[config.mk]
export PLATFORM = sky130hd
export DESIGN_NAME = pipe_ctrl
export DESIGN_NICKNAME = d
export VERILOG_FILES = /design/src/rtl/pipe_ctrl.sv
export SDC_FILE = /design/constraint.sdc
export NUM_CORES = 1
export LEC_CHECK = 0
export BUFFER_PORTS_ARGS = -buffer_cell sky130_fd_sc_hd__buf_4
export CAP_MARGIN = 5
export CORE_MARGIN = 5
export CORE_UTILIZATION = 51
export CTS_CLUSTER_DIAMETER = 150
export CTS_CLUSTER_SIZE = 12
export DETAILED_ROUTE_END_ITERATION = 8
export PLACE_DENSITY = 0.77
export SYNTH_ARGS = -nofsm -noshare
export SYNTH_HDL_FRONTEND = slang
export SYNTH_SLANG_ARGS = --single-unit
[constraint.sdc]
create_clock -name clk -period 2 [get_ports clk]
set_input_delay 0.4 -clock clk [delete_from_list [all_inputs] [get_ports clk]]
set_output_delay 0.4 -clock clk [all_outputs]
set_load 0.05 [all_outputs]
[src/rtl/pipe_ctrl.sv]
// rtl/pipe_ctrl.sv - pipeline sequencer: stage enables, flushes, stalls, DMEM freeze
//
// Purpose:
//   Drives the per-stage register enables and flushes of the 5-stage core.
//   Holds the core idle for BOOT_CYC cycles after reset. Then it resolves
//   DMEM wait-state freezes, taken-branch redirects and load-use stalls, in
//   that priority order. A DMEM access that never acks is abandoned after
//   TIMEOUT wait cycles and flagged in a sticky error bit.
//
// Ports:
//   clk, rst_n              core clock (rising edge), async active-low reset
//   d_addr1/2, d_use1/2     DECODE source registers and their use flags
//   d_mem_write             DECODE instruction is a store
//   e_waddr, e_mem_read     EXECUTE destination register, EXECUTE is a load
//   e_br_taken              EXECUTE resolved a taken branch/jump
//   m_mem_req, m_mem_ack    MEMORY stage DMEM request / completion
//   pc_en, fd_en, de_en,
//   em_en, mw_en            PC and pipeline register load enables
//   fd_flush, de_flush      IF/ID -> NOP, ID/EX -> bubble
//   mem_err                 sticky DMEM timeout flag
//   lu_cnt, mw_cnt          saturating load-use stall / DMEM wait counters
module pipe_ctrl #(
    parameter int BOOT_CYC = 4,
    parameter int TIMEOUT  = 255,
    parameter int CNT_W    = 16
) (
    input  logic             clk,
    input  logic             rst_n,
    input  logic [4:0]       d_addr1,
    input  logic [4:0]       d_addr2,
    input  logic             d_use1,
    input  logic             d_use2,
    input  logic             d_mem_write,
    input  logic [4:0]       e_waddr,
    input  logic             e_mem_read,
    input  logic             e_br_taken,
    input  logic             m_mem_req,
    input  logic             m_mem_ack,
    output logic             pc_en,
    output logic             fd_en,
    output logic             fd_flush,
    output logic             de_en,
    output logic             de_flush,
    output logic             em_en,
    output logic             mw_en,
    output logic             mem_err,
    output logic [CNT_W-1:0] lu_cnt,
    output logic [CNT_W-1:0] mw_cnt
);

    localparam int BW = (BOOT_CYC > 1) ? $clog2(BOOT_CYC) : 1;
    localparam int WW = (TIMEOUT > 1) ? $clog2(TIMEOUT + 1) : 1;
    localparam logic [BW-1:0] BOOT_LAST = BW'(BOOT_CYC - 1);
    localparam logic [WW-1:0] WAIT_LAST = WW'(TIMEOUT);

    typedef enum logic [1:0] {
        ST_BOOT     = 2'd0,
        ST_RUN      = 2'd1,
        ST_MEM_WAIT = 2'd2
    } state_t;

    state_t           state_q, state_d;
    logic [BW-1:0]    boot_cnt_q, boot_cnt_d;
    logic [WW-1:0]    wait_cnt_q, wait_cnt_d;
    logic [WW-1:0]    wait_nxt;
    logic             mem_err_q, mem_err_d;
    logic [CNT_W-1:0] lu_cnt_q, lu_cnt_d;
    logic [CNT_W-1:0] mw_cnt_q, mw_cnt_d;

    logic freeze;
    logic lu_hit;

    // A store's rs2 only feeds DMEM write data, which is forwarded at MEM,
    // so a match on it does not need the one-cycle load-use bubble.
    assign lu_hit = e_mem_read && (e_waddr != 5'd0) &&
                    ((d_use1 && (d_addr1 == e_waddr)) ||
                     (d_use2 && (d_addr2 == e_waddr) && !d_mem_write));

    // Same-cycle ack is a zero-wait access and never freezes.
    assign freeze = m_mem_req && !m_mem_ack;

    assign wait_nxt = wait_cnt_q + WW'(1);

    always_comb begin
        state_d    = state_q;
        boot_cnt_d = boot_cnt_q;
        wait_cnt_d = wait_cnt_q;
        mem_err_d  = mem_err_q;
        lu_cnt_d   = lu_cnt_q;
        mw_cnt_d   = mw_cnt_q;
        pc_en      = 1'b0;
        fd_en      = 1'b0;
        de_en      = 1'b0;
        em_en      = 1'b0;
        mw_en      = 1'b0;
        fd_flush   = 1'b0;
        de_flush   = 1'b0;

        unique case (state_q)
            ST_BOOT: begin
                fd_flush = 1'b1;
                de_flush = 1'b1;
                if (boot_cnt_q == BOOT_LAST) begin
                    state_d    = ST_RUN;
                    boot_cnt_d = '0;
                end else begin
                    boot_cnt_d = boot_cnt_q + BW'(1);
                end
            end

            ST_RUN: begin
                pc_en = 1'b1;
                fd_en = 1'b1;
                de_en = 1'b1;
                em_en = 1'b1;
                mw_en = 1'b1;
                if (freeze) begin
                    pc_en      = 1'b0;
                    fd_en      = 1'b0;
                    de_en      = 1'b0;
                    em_en      = 1'b0;
                    mw_en      = 1'b0;
                    state_d    = ST_MEM_WAIT;
                    wait_cnt_d = '0;
                end else if (e_br_taken) begin
                    // The DECODE instruction is wrong-path, so a pending
                    // load-use stall on it is moot.
                    fd_flush = 1'b1;
                    de_flush = 1'b1;
                end else if (lu_hit) begin
                    // One bubble suffices: the load moves on to MEM next cycle.
                    pc_en    = 1'b0;
                    fd_en    = 1'b0;
                    de_flush = 1'b1;
                    if (lu_cnt_q != '1) begin
                        lu_cnt_d = lu_cnt_q + CNT_W'(1);
                    end
                end
            end

            ST_MEM_WAIT: begin
                if (mw_cnt_q != '1) begin
                    mw_cnt_d = mw_cnt_q + CNT_W'(1);
                end
                if (m_mem_ack) begin
                    state_d    = ST_RUN;
                    wait_cnt_d = '0;
                end else if (wait_nxt == WAIT_LAST) begin
                    // Abandon the access and let the pipeline resume.
                    mem_err_d  = 1'b1;
                    state_d    = ST_RUN;
                    wait_cnt_d = '0;
                end else begin
                    wait_cnt_d = wait_nxt;
                end
            end

            default: begin
                state_d = ST_BOOT;
            end
        endcase
    end

    always_ff @(posedge clk or negedge rst_n) begin
        if (!rst_n) begin
            state_q    <= ST_BOOT;
            boot_cnt_q <= '0;
            wait_cnt_q <= '0;
            mem_err_q  <= 1'b0;
            lu_cnt_q   <= '0;
            mw_cnt_q   <= '0;
        end else begin
            state_q    <= state_d;
            boot_cnt_q <= boot_cnt_d;
            wait_cnt_q <= wait_cnt_d;
            mem_err_q  <= mem_err_d;
            lu_cnt_q   <= lu_cnt_d;
            mw_cnt_q   <= mw_cnt_d;
        end
    end

    assign mem_err = mem_err_q;
    assign lu_cnt  = lu_cnt_q;
    assign mw_cnt  = mw_cnt_q;

endmodule

==> results.yml, run 1 <==
timing:
  worst_pin_slew_ns: 0.563
  max_slew_margin_pct: 62.3
  hold_violations: 0
  fmax_mhz: 487
  setup_viol: 3
  finalCriticalPeriod_ns: 2.06
  rsz0062_at_grt: "true"
  fin_crit_sh_pct: 103
  slew_viol_final: 0
  postLayoutSetupSlackWorst_ns: -0.0550
  worst_clock_skew_ns: 0.00740
logic_synthesis:
  synth_seq_area_share_pct: 44.2
  netlist-cell-type-count: 54
  synth.most_common_cell: "dfrtp_1"
  ys_warn_count: 0
  synth_top_area_share_pct: 44.2
  synth-main-ff-cell: "dfrtp_1"
  syn_area_per_cell_sq_um: 10.3
  synth_common_cells: "dfrtp_1, xnor2_1, nand3_1"
  synthesis.area_sq_mm: 0.00254
  synth_edf_count: 0
  ys_top_cells_by_area: "dfrtp_1, xnor2_1, nand3_1, nand4_1, nand2_1"
  ys_ff_latch: 45
  synthCells: 248
  yosysTopAreaCell: "dfrtp_1"
  syn_nets: 277
  async_flop_share_pct: 100
power_and_ir_drop:
  pwr-share-clk_pct: 21.4
  powerDensity_mw_per_mm2: 825
  p_leak_nw: 1.55
  net-switching-power_w: 0.00109
  comb_power_share_pct: 39.9
  seqPwrFrac_pct: 38.7
  p_sw_share_pct: 38.1
  design_power_total_w: 0.00287
  intPower_w: 0.00178
  max-vdd-ir-drop_mv: 0.697
place:
  place_congestion: 0.850
  dp.cells: 389
  io_buffers: 63
  dpl_cell_area_sq_mm: 0.00325
  dp_slack_ns: -0.103
  hpwl_um: 4250
detailed_routing:
  drtPass1Iterations: 4
  vias: 2168
  drc: 0
  ant_nets: 0
  drt-initial-drc-count: 43
  wirelength_um: 5870
  wire_per_inst_um: 14.7
  viasPerCell: 5.43
global_routing:
  grt_pass1_vias: 2128
  grt_usage_pct: 18.9
  grt_pass1_wl_um: 9780
  grt_max_degree: 46
  antenna_found_initial: 0
  globalRoute.totalOverflow: 0
critical_path:
  cpLargestDelayFamily: "simple AND/OR/NAND/NOR gates"
  cpMaxStageDelayCell: "or4_4"
  path_common_cell: "buf_8"
  cp.required_ns: 1.60
  setup.worst_path.end_class: "output port"
  critPathLaunchType: "input pin"
  crit_buf_inv: 2
  cp.arrival_ns: 1.66
  crit_chain: "buf_8, or4_4, o21ai_4, nand2b_4, o21a_4, buf_8"
  critPathKind: "input pin to output port"
  slowest_delay_ns: 0.54
  path_max_fanout: 3
die:
  start_util_pct: 53.2
  core-area_sq_mm: 0.00479
  io_pins: 64
  die_area_sq_mm: 0.00650
  die_y_um: 80.6
  die_w_um: 80.6
  num_rows: 25
layout:
  stdcell_count: 399
  drive_above_1_share_pct: 41.9
  nNetsFinal: 360
  antenna_cells: 0
  finalInstanceArea_sq_mm: 0.00348
  fin_util_pct: 72.7
  area_growth_pct: 36.7
clock_network:
  ctsHoldBuffers: 0
  cts_root_buffer: "clkbuf_8"
  clock_sinks: 45
  clk_pin_slew_worst_paths_ns: 0.08
  htree_levels: 2
  insertion_delay_ns: 0.29
  numCtsBuffers: 5
  tritoncts: "done"
  cts.path.max_buffers: 2
outcome:
  violations: "negative setup slack"
  status: "finished with violations"
flow_run:
  drv_cap: 0
min_path:
  worst_hold_path_type: "input pin to asynchronous set/reset pin"
metrics by stage:
step                hold WS [ns]  TNS, ns
floorplan                  0.104   -0.262
global placement           0.438   -0.226
detailed placement         0.434   -0.255
CTS                        0.108   -0.105
global route               0.126   -0.263
finish                    0.0886   -0.143
final timing paths:
path,cells past startpoint,end,startpoint,slack (ns)
worst max-delay path,6,pc_en,e_waddr[4],-0.06
worst min-delay path,1,lu_cnt[5],rst_n,0.09
worst max register to register,5,wait_cnt_q[2],wait_cnt_q[3],0.12
worst min register to register,1,mem_err,mem_err,0.49
max in group asynchronous,1,mw_cnt[12],rst_n,1.49
min in group clk,3,state_q[0],m_mem_ack,0.40
worst register-to-register path, cell delays in order (launching register included):
cell	delay (ns)
dfrtp_1	0.50
nand2_1	0.12
or4_1	0.49
o21ai_2	0.14
a21oi_4	0.14
a221o_1	0.37
power by group through the flow:
stage          Sequential, W  Clock [W]  Combinational (W)
2_1_floorplan        0.00124          0           0.000656
3_3_place_gp         0.00113          0            0.00106
3_5_place_dp         0.00113          0            0.00109
4_1_cts              0.00111   0.000630            0.00113
5_1_grt              0.00113   0.000673            0.00122
6_report             0.00111   0.000614            0.00115
routing by layer:
layer | up-vias | global-route usage, % | routed length [um]
met1 | 1040 | 24.5 | 2580
met4 | 0 | 4.73 | 51
met3 | 6 | 3.59 | 339
li1 | 1058 | - | -
met5 | - | 0 | 0
met2 | 64 | 32.5 | 2900
registers in the layout, summed over array words and instances (netlist names):
name and flops:
lu_cnt 16, mw_cnt 16, state_q 2, wait_cnt_q 8
mem_err 1, boot_cnt_q 2
cells by family (layout without fill, tap and decap cells):
logic type | after synthesis | after routing | synth area share [%]
simple gates | 107 | 107 | 24.1
flops | 45 | 45 | 44.2
xor+xnor | 42 | 42 | 14.5
compound gates | 28 | 28 | 9.49
buf+inv | 16 | 100 | 3.00
fa+ha+maj | 5 | 5 | 2.46
mux | 5 | 5 | 2.21
repair_timing:
action                                  in CTS  in global routing
pin swaps                                    3                  6
endpoints found under the setup margin       3                 10
gates resized for setup                      9                 12
buffers inserted                             1                  1
cells in the final DEF (no fill, tap or decap), types with 2 or more instances in the layout:
master,synthesis,final
xor2_1,4,4
clkbuf_8,0,7
and3_1,6,6
nand3b_1,2,2
mux2_2,5,5
nor4_1,3,2
ha_1,5,4
nand2_1,17,17
nand4_1,14,14
a22o_2,3,3
xnor2_2,0,7
nand2b_1,4,3
a21oi_1,3,3
dfrtp_2,0,11
dfrtp_1,45,34
nor2b_1,3,3
nor4_2,3,3
a2111oi_1,1,2
buf_4,3,76
buf_6,0,4
and2_1,2,2
buf_8,0,3
a31oi_1,2,2
inv_1,9,9
nor2_1,17,16
nor3_1,2,2
nand3_1,20,20
xnor2_1,38,31
nand4b_1,2,2
area by class of cell:
type                       instances  area (sq um)
fill                             355          1310
multi-input combinational        187          1460
clock buffer                       7          96.3
timing repair buffer              83           661
tap                               67          83.8
sequential                        45          1140
clock inverter                     1          5.00
inverter                           9          33.8
Note: power is estimated with default switching activity, not from simulation.
==> run 2: changes to the inputs <==
- RECOVER_POWER: not set -> 100
==> results.yml, run 2 (synthesized netlist as in run 1, its figures left out) <==
timing:
  hold_violations: 0
  setup_viol: 3
  max_slew_margin_pct: 27.6
  fmax_mhz: 487
  hold_slack_ns: 0.292
  postLayoutSetupSlackWorst_ns: -0.0549
  finalCriticalPeriod_ns: 2.05
  worst_pin_slew_ns: 1.09
  slew_viol_final: 0
  fin_crit_sh_pct: 103
  rsz0062_at_grt: "true"
  worst_clock_skew_ns: 0.00555
place:
  dp_slack_ns: -0.103
  io_buffers: 63
  hpwl_um: 4250
  place_congestion: 0.850
  dpl_cell_area_sq_mm: 0.00325
layout:
  layout_common_cells: "buf_4, dfrtp_1, clkbuf_1"
  finalInstanceArea_sq_mm: 0.00334
  seq_area_sq_mm: 0.00114
  mostFrequentLayoutCell: "buf_4"
  nNetsFinal: 360
  fin_util_pct: 69.8
  multi_input_area_sq_mm: 0.00145
  drive_above_1_share_pct: 30.4
  antenna_cells: 0
  fillCellCount: 399
  area_growth_pct: 31.2
power_and_ir_drop:
  powerDensity_mw_per_mm2: 845
  p_leak_nw: 1.43
  seqPwrFrac_pct: 39.4
  intPower_w: 0.00173
  comb_power_share_pct: 38.8
  p_sw_share_pct: 38.7
  design_power_total_w: 0.00282
  max-vdd-ir-drop_mv: 0.611
  pwr-share-clk_pct: 21.8
  net-switching-power_w: 0.00109
clock_network:
  tritoncts: "done"
  insertion_delay_ns: 0.29
  numCtsBuffers: 5
  clk_pin_slew_worst_paths_ns: 0.08
  ctsHoldBuffers: 0
  cts_root_buffer: "clkbuf_8"
  htree_levels: 2
  cts.path.max_buffers: 2
  clock_sinks: 45
die:
  core-area_sq_mm: 0.00479
  io_pins: 64
  start_util_pct: 53.2
  die_y_um: 80.6
  die_area_sq_mm: 0.00650
  num_rows: 25
  die_w_um: 80.6
global_routing:
  grt_pass1_vias: 2128
  antenna_found_initial: 0
  globalRoute.totalOverflow: 0
  grt_max_degree: 46
  grt_pass1_wl_um: 9780
  grt_usage_pct: 18.9
critical_path:
  crit_buf_inv: 2
  rr_endpoint: "wait_cnt_q[2]"
  cp.arrival_ns: 1.65
  crit_chain: "buf_8, or4_4, o21ai_4, nand2b_4, o21a_4, buf_8"
  cpMaxStageDelayCell: "or4_4"
  slowest_delay_ns: 0.54
  setup.worst_path.end_class: "output port"
  critPathKind: "input pin to output port"
  cpLargestDelayFamily: "simple AND/OR/NAND/NOR gates"
  critical_path.startpoint: "e_waddr[4]"
  cp.depth: 6
  cp-endpoint: "pc_en"
  r2r-start: "wait_cnt_q[0]"
  path_max_fanout: 3
  rrSetupSlack_ns: 0.09
  path_common_cell: "buf_8"
  cp.required_ns: 1.60
  reg2reg_depth: 6
  critPathLaunchType: "input pin"
min_path:
  worst_hold_path_type: "input pin to asynchronous set/reset pin"
detailed_routing:
  vias: 2160
  wirelength_um: 5900
  drc: 0
  drtPass1Iterations: 4
  viasPerCell: 5.41
  wire_per_inst_um: 14.8
  ant_nets: 0
  drt-initial-drc-count: 37
outcome:
  status: "finished with violations"
  violations: "negative setup slack"
flow_run:
  drv_cap: 0
-- run 2: cell count changes in the layout (fill, tap and decap cells not counted), moves of 2 or more --
cell,before,now
dfrtp_2,11,8
clkbuf_1,0,32
buf_4,76,39
dfrtp_1,34,37
clkbuf_2,0,3
clkbuf_4,0,2
-- run 2: final cells by class --
| cell class | instances | share of cell area, % |
|---|---|---|
| Sequential cell | 45 | 34.0 |
| Clock inverter | 1 | 0.150 |
| Tap cell | 67 | 2.51 |
| Multi-Input combinational cell | 187 | 43.5 |
| Inverter | 9 | 1.01 |
| Timing Repair Buffer | 83 | 16.0 |
| Clock buffer | 7 | 2.88 |
-- run 2: stage by stage --
step / instances / setup TNS, ns
floorplan: 248 / -0.262
global placement: 389 / -0.226
detailed placement: 389 / -0.255
CTS: 398 / -0.105
global route: 399 / -0.525
finish: 399 / -0.142
-- run 2: worst min-delay path by stage --
stage / from / to / slack (ns) / cells after the start
global route: rst_n / lu_cnt[13] / 0.39 / 1
finish: rst_n / lu_cnt[5] / 0.29 / 1
detailed placement: rst_n / lu_cnt[13] / 0.43 / 1
global placement: rst_n / lu_cnt[15] / 0.44 / 1
CTS: rst_n / mw_cnt[10] / 0.11 / 1
floorplan: rst_n / boot_cnt_q[0] / 0.10 / 0
-- run 2: metal layers --
| metal | GRT usage [%] | vias up | routed length, um |
|---|---|---|---|
| li1 | - | 1057 | - |
| met1 | 24.5 | 1035 | 2580 |
| met2 | 32.5 | 58 | 2890 |
| met3 | 3.59 | 10 | 361 |
| met4 | 4.73 | 0 | 63 |
| met5 | 0 | - | 0 |
-- run 2: what timing repair did --
item,in CTS,in global routing
setup endpoints to repair,3,10
setup buffers,1,1
pin swaps,3,6
gates resized for setup,9,12
-- run 2: worst reg2reg max path: cells and delay by family (launching register included) --
kind            cells  cell delay, ns
simple gates        1            0.13
flops               1            0.43
compound gates      3            0.78
fa+ha+maj           1            0.28
xor+xnor            1            0.17
-- run 2: power groups by stage --
| stage | Combinational [W] | Sequential [W] | Clock (W) |
|---|---|---|---|
| after floorplan | 0.000656 | 0.00124 | 0 |
| after global placement | 0.00106 | 0.00113 | 0 |
| after detailed placement | 0.00109 | 0.00113 | 0 |
| after CTS | 0.00113 | 0.00111 | 0.000630 |
| after global routing | 0.00117 | 0.00113 | 0.000673 |
| final | 0.00109 | 0.00111 | 0.000615 |
==> run 3: changes to the inputs <==
- clock period: 2 -> 2.23 ns (I/O delays scaled with it)
==> results.yml, run 3 (synthesized netlist as in run 1, its figures left out) <==
power_and_ir_drop:
  p_leak_nw: 1.27
  design_power_total_w: 0.00236
  max-vdd-ir-drop_mv: 0.737
  powerDensity_mw_per_mm2: 771
timing:
  setup_viol: 0
  finalCriticalPeriod_ns: 2.16
  tns_ns: 0
  worst_pin_slew_ns: 1.10
  hold_violations: 0
  slew_viol_final: 0
  fin_crit_sh_pct: 97.0
  max_slew_margin_pct: 26.5
  fmax_mhz: 463
  rsz0062_at_grt: "true"
  worst_clock_skew_ns: 0.00783
layout:
  fillCellCount: 431
  finalInstanceArea_sq_mm: 0.00306
  stdcell_count: 384
  fin_util_pct: 64.0
  area_growth_pct: 20.3
  nNetsFinal: 345
  drive_above_1_share_pct: 20.2
  mostFrequentLayoutCell: "dfrtp_1"
  layout_common_cells: "dfrtp_1, xnor2_1, clkbuf_1"
  antenna_cells: 0
critical_path:
  cp.required_ns: 1.78
  cpLargestDelayFamily: "simple AND/OR/NAND/NOR gates"
  setup.worst_path.end_class: "output port"
  critPathKind: "input pin to output port"
  slowest_delay_ns: 0.54
  path_max_fanout: 3
  critPathLaunchType: "input pin"
  reg2reg_depth: 5
  cp.depth: 6
  cp.arrival_ns: 1.72
  crit_chain: "buf_4, or4_1, o21ai_2, nand2b_4, o21a_2, buf_6"
  cpMaxStageDelayCell: "or4_1"
  crit_buf_inv: 2
die:
  start_util_pct: 53.2
  core-area_sq_mm: 0.00479
  die_y_um: 80.6
  die_area_sq_mm: 0.00650
  die_w_um: 80.6
  num_rows: 25
  io_pins: 64
outcome:
  status: "complete, no violations"
clock_network:
  clock_sinks: 45
  tritoncts: "done"
  clk_pin_slew_worst_paths_ns: 0.09
  ctsHoldBuffers: 0
  cts_root_buffer: "clkbuf_8"
  cts_setup_buffers: 0
  insertion_delay_ns: 0.30
  htree_levels: 2
  numCtsBuffers: 5
  cts.path.max_buffers: 2
  cts_resized: 0
place:
  hpwl_um: 4070
  io_buffers: 63
  place_congestion: 0.827
  dp.cells: 376
  dpl_cell_area_sq_mm: 0.00311
detailed_routing:
  drc: 0
  ant_nets: 0
  drt-initial-drc-count: 91
  met3_length_um: 426
  wl_met1_um: 2480
  wirelength_um: 5470
  top_layer_used: "met4"
  vias: 2091
  viasPerCell: 5.45
  wire_per_inst_um: 14.3
  dr_wl_met2_um: 2500
  drtPass1Iterations: 5
global_routing:
  grt_usage_pct: 18.0
  grt_max_degree: 46
  antenna_found_initial: 0
  globalRoute.totalOverflow: 0
  grt_pass1_vias: 2064
  grt_pass1_wl_um: 9200
min_path:
  worst_hold_path_type: "input pin to asynchronous set/reset pin"
flow_run:
  drv_cap: 0
==> run 3: cell types whose count changed in the layout (fill, tap and decap cells not counted), sizes merged <==
| cell | change |
|---|---|
| clkinvlp | +2 |
| buf | -15 |
| clkbuf | -1 |
| clkinv | -1 |
==> run 3: cell type report <==
cell class,count,area (sq um),area share [%]
multi-input combinational,187,1350,44.1
sequential,45,1130,36.8
timing repair buffer,68,380,12.4
tap,67,83.8,2.74
clock buffer,6,72.6,2.37
inverter,9,33.8,1.10
clock inverter,2,15.0,0.490
==> run 3: metal layers <==
layer	track usage [%]	vias up
li1	-	1025
met1	23.2	989
met2	29.3	70
met3	4.48	7
met4	6.42	0
met5	0	-
==> run 3: per-stage QoR <==
step	hold WS, ns	worst slack, ns
after floorplan	0.150	-0.173
after global placement	0.469	0.0603
after detailed placement	0.481	0.0543
after CTS	0.158	0.0417
after global routing	0.431	-0.0130
final	0.342	0.0680
==> run 3: worst paths after layout <==
| path | slack, ns | end | start |
|---|---|---|---|
| setup / recovery | 0.07 | fd_en | e_waddr[1] |
| hold / removal | 0.34 | lu_cnt[6] | rst_n |
| setup reg to reg | 0.17 | mw_cnt[1] | mw_cnt[0] |
| hold reg to reg | 0.50 | mem_err | mem_err |
| max in group asynchronous | 1.21 | wait_cnt_q[6] | rst_n |
| min in group clk | 0.44 | state_q[0] | m_mem_ack |
==> run 3: where the power goes <==
group | switching [W] | leakage [nW] | internal, W
clock network | 0.000279 | 0.0374 | 0.000221
logic | 0.000564 | 0.615 | 0.000293
registers | 0.000106 | 0.615 | 0.000899
total | 0.000949 | 1.27 | 0.00141
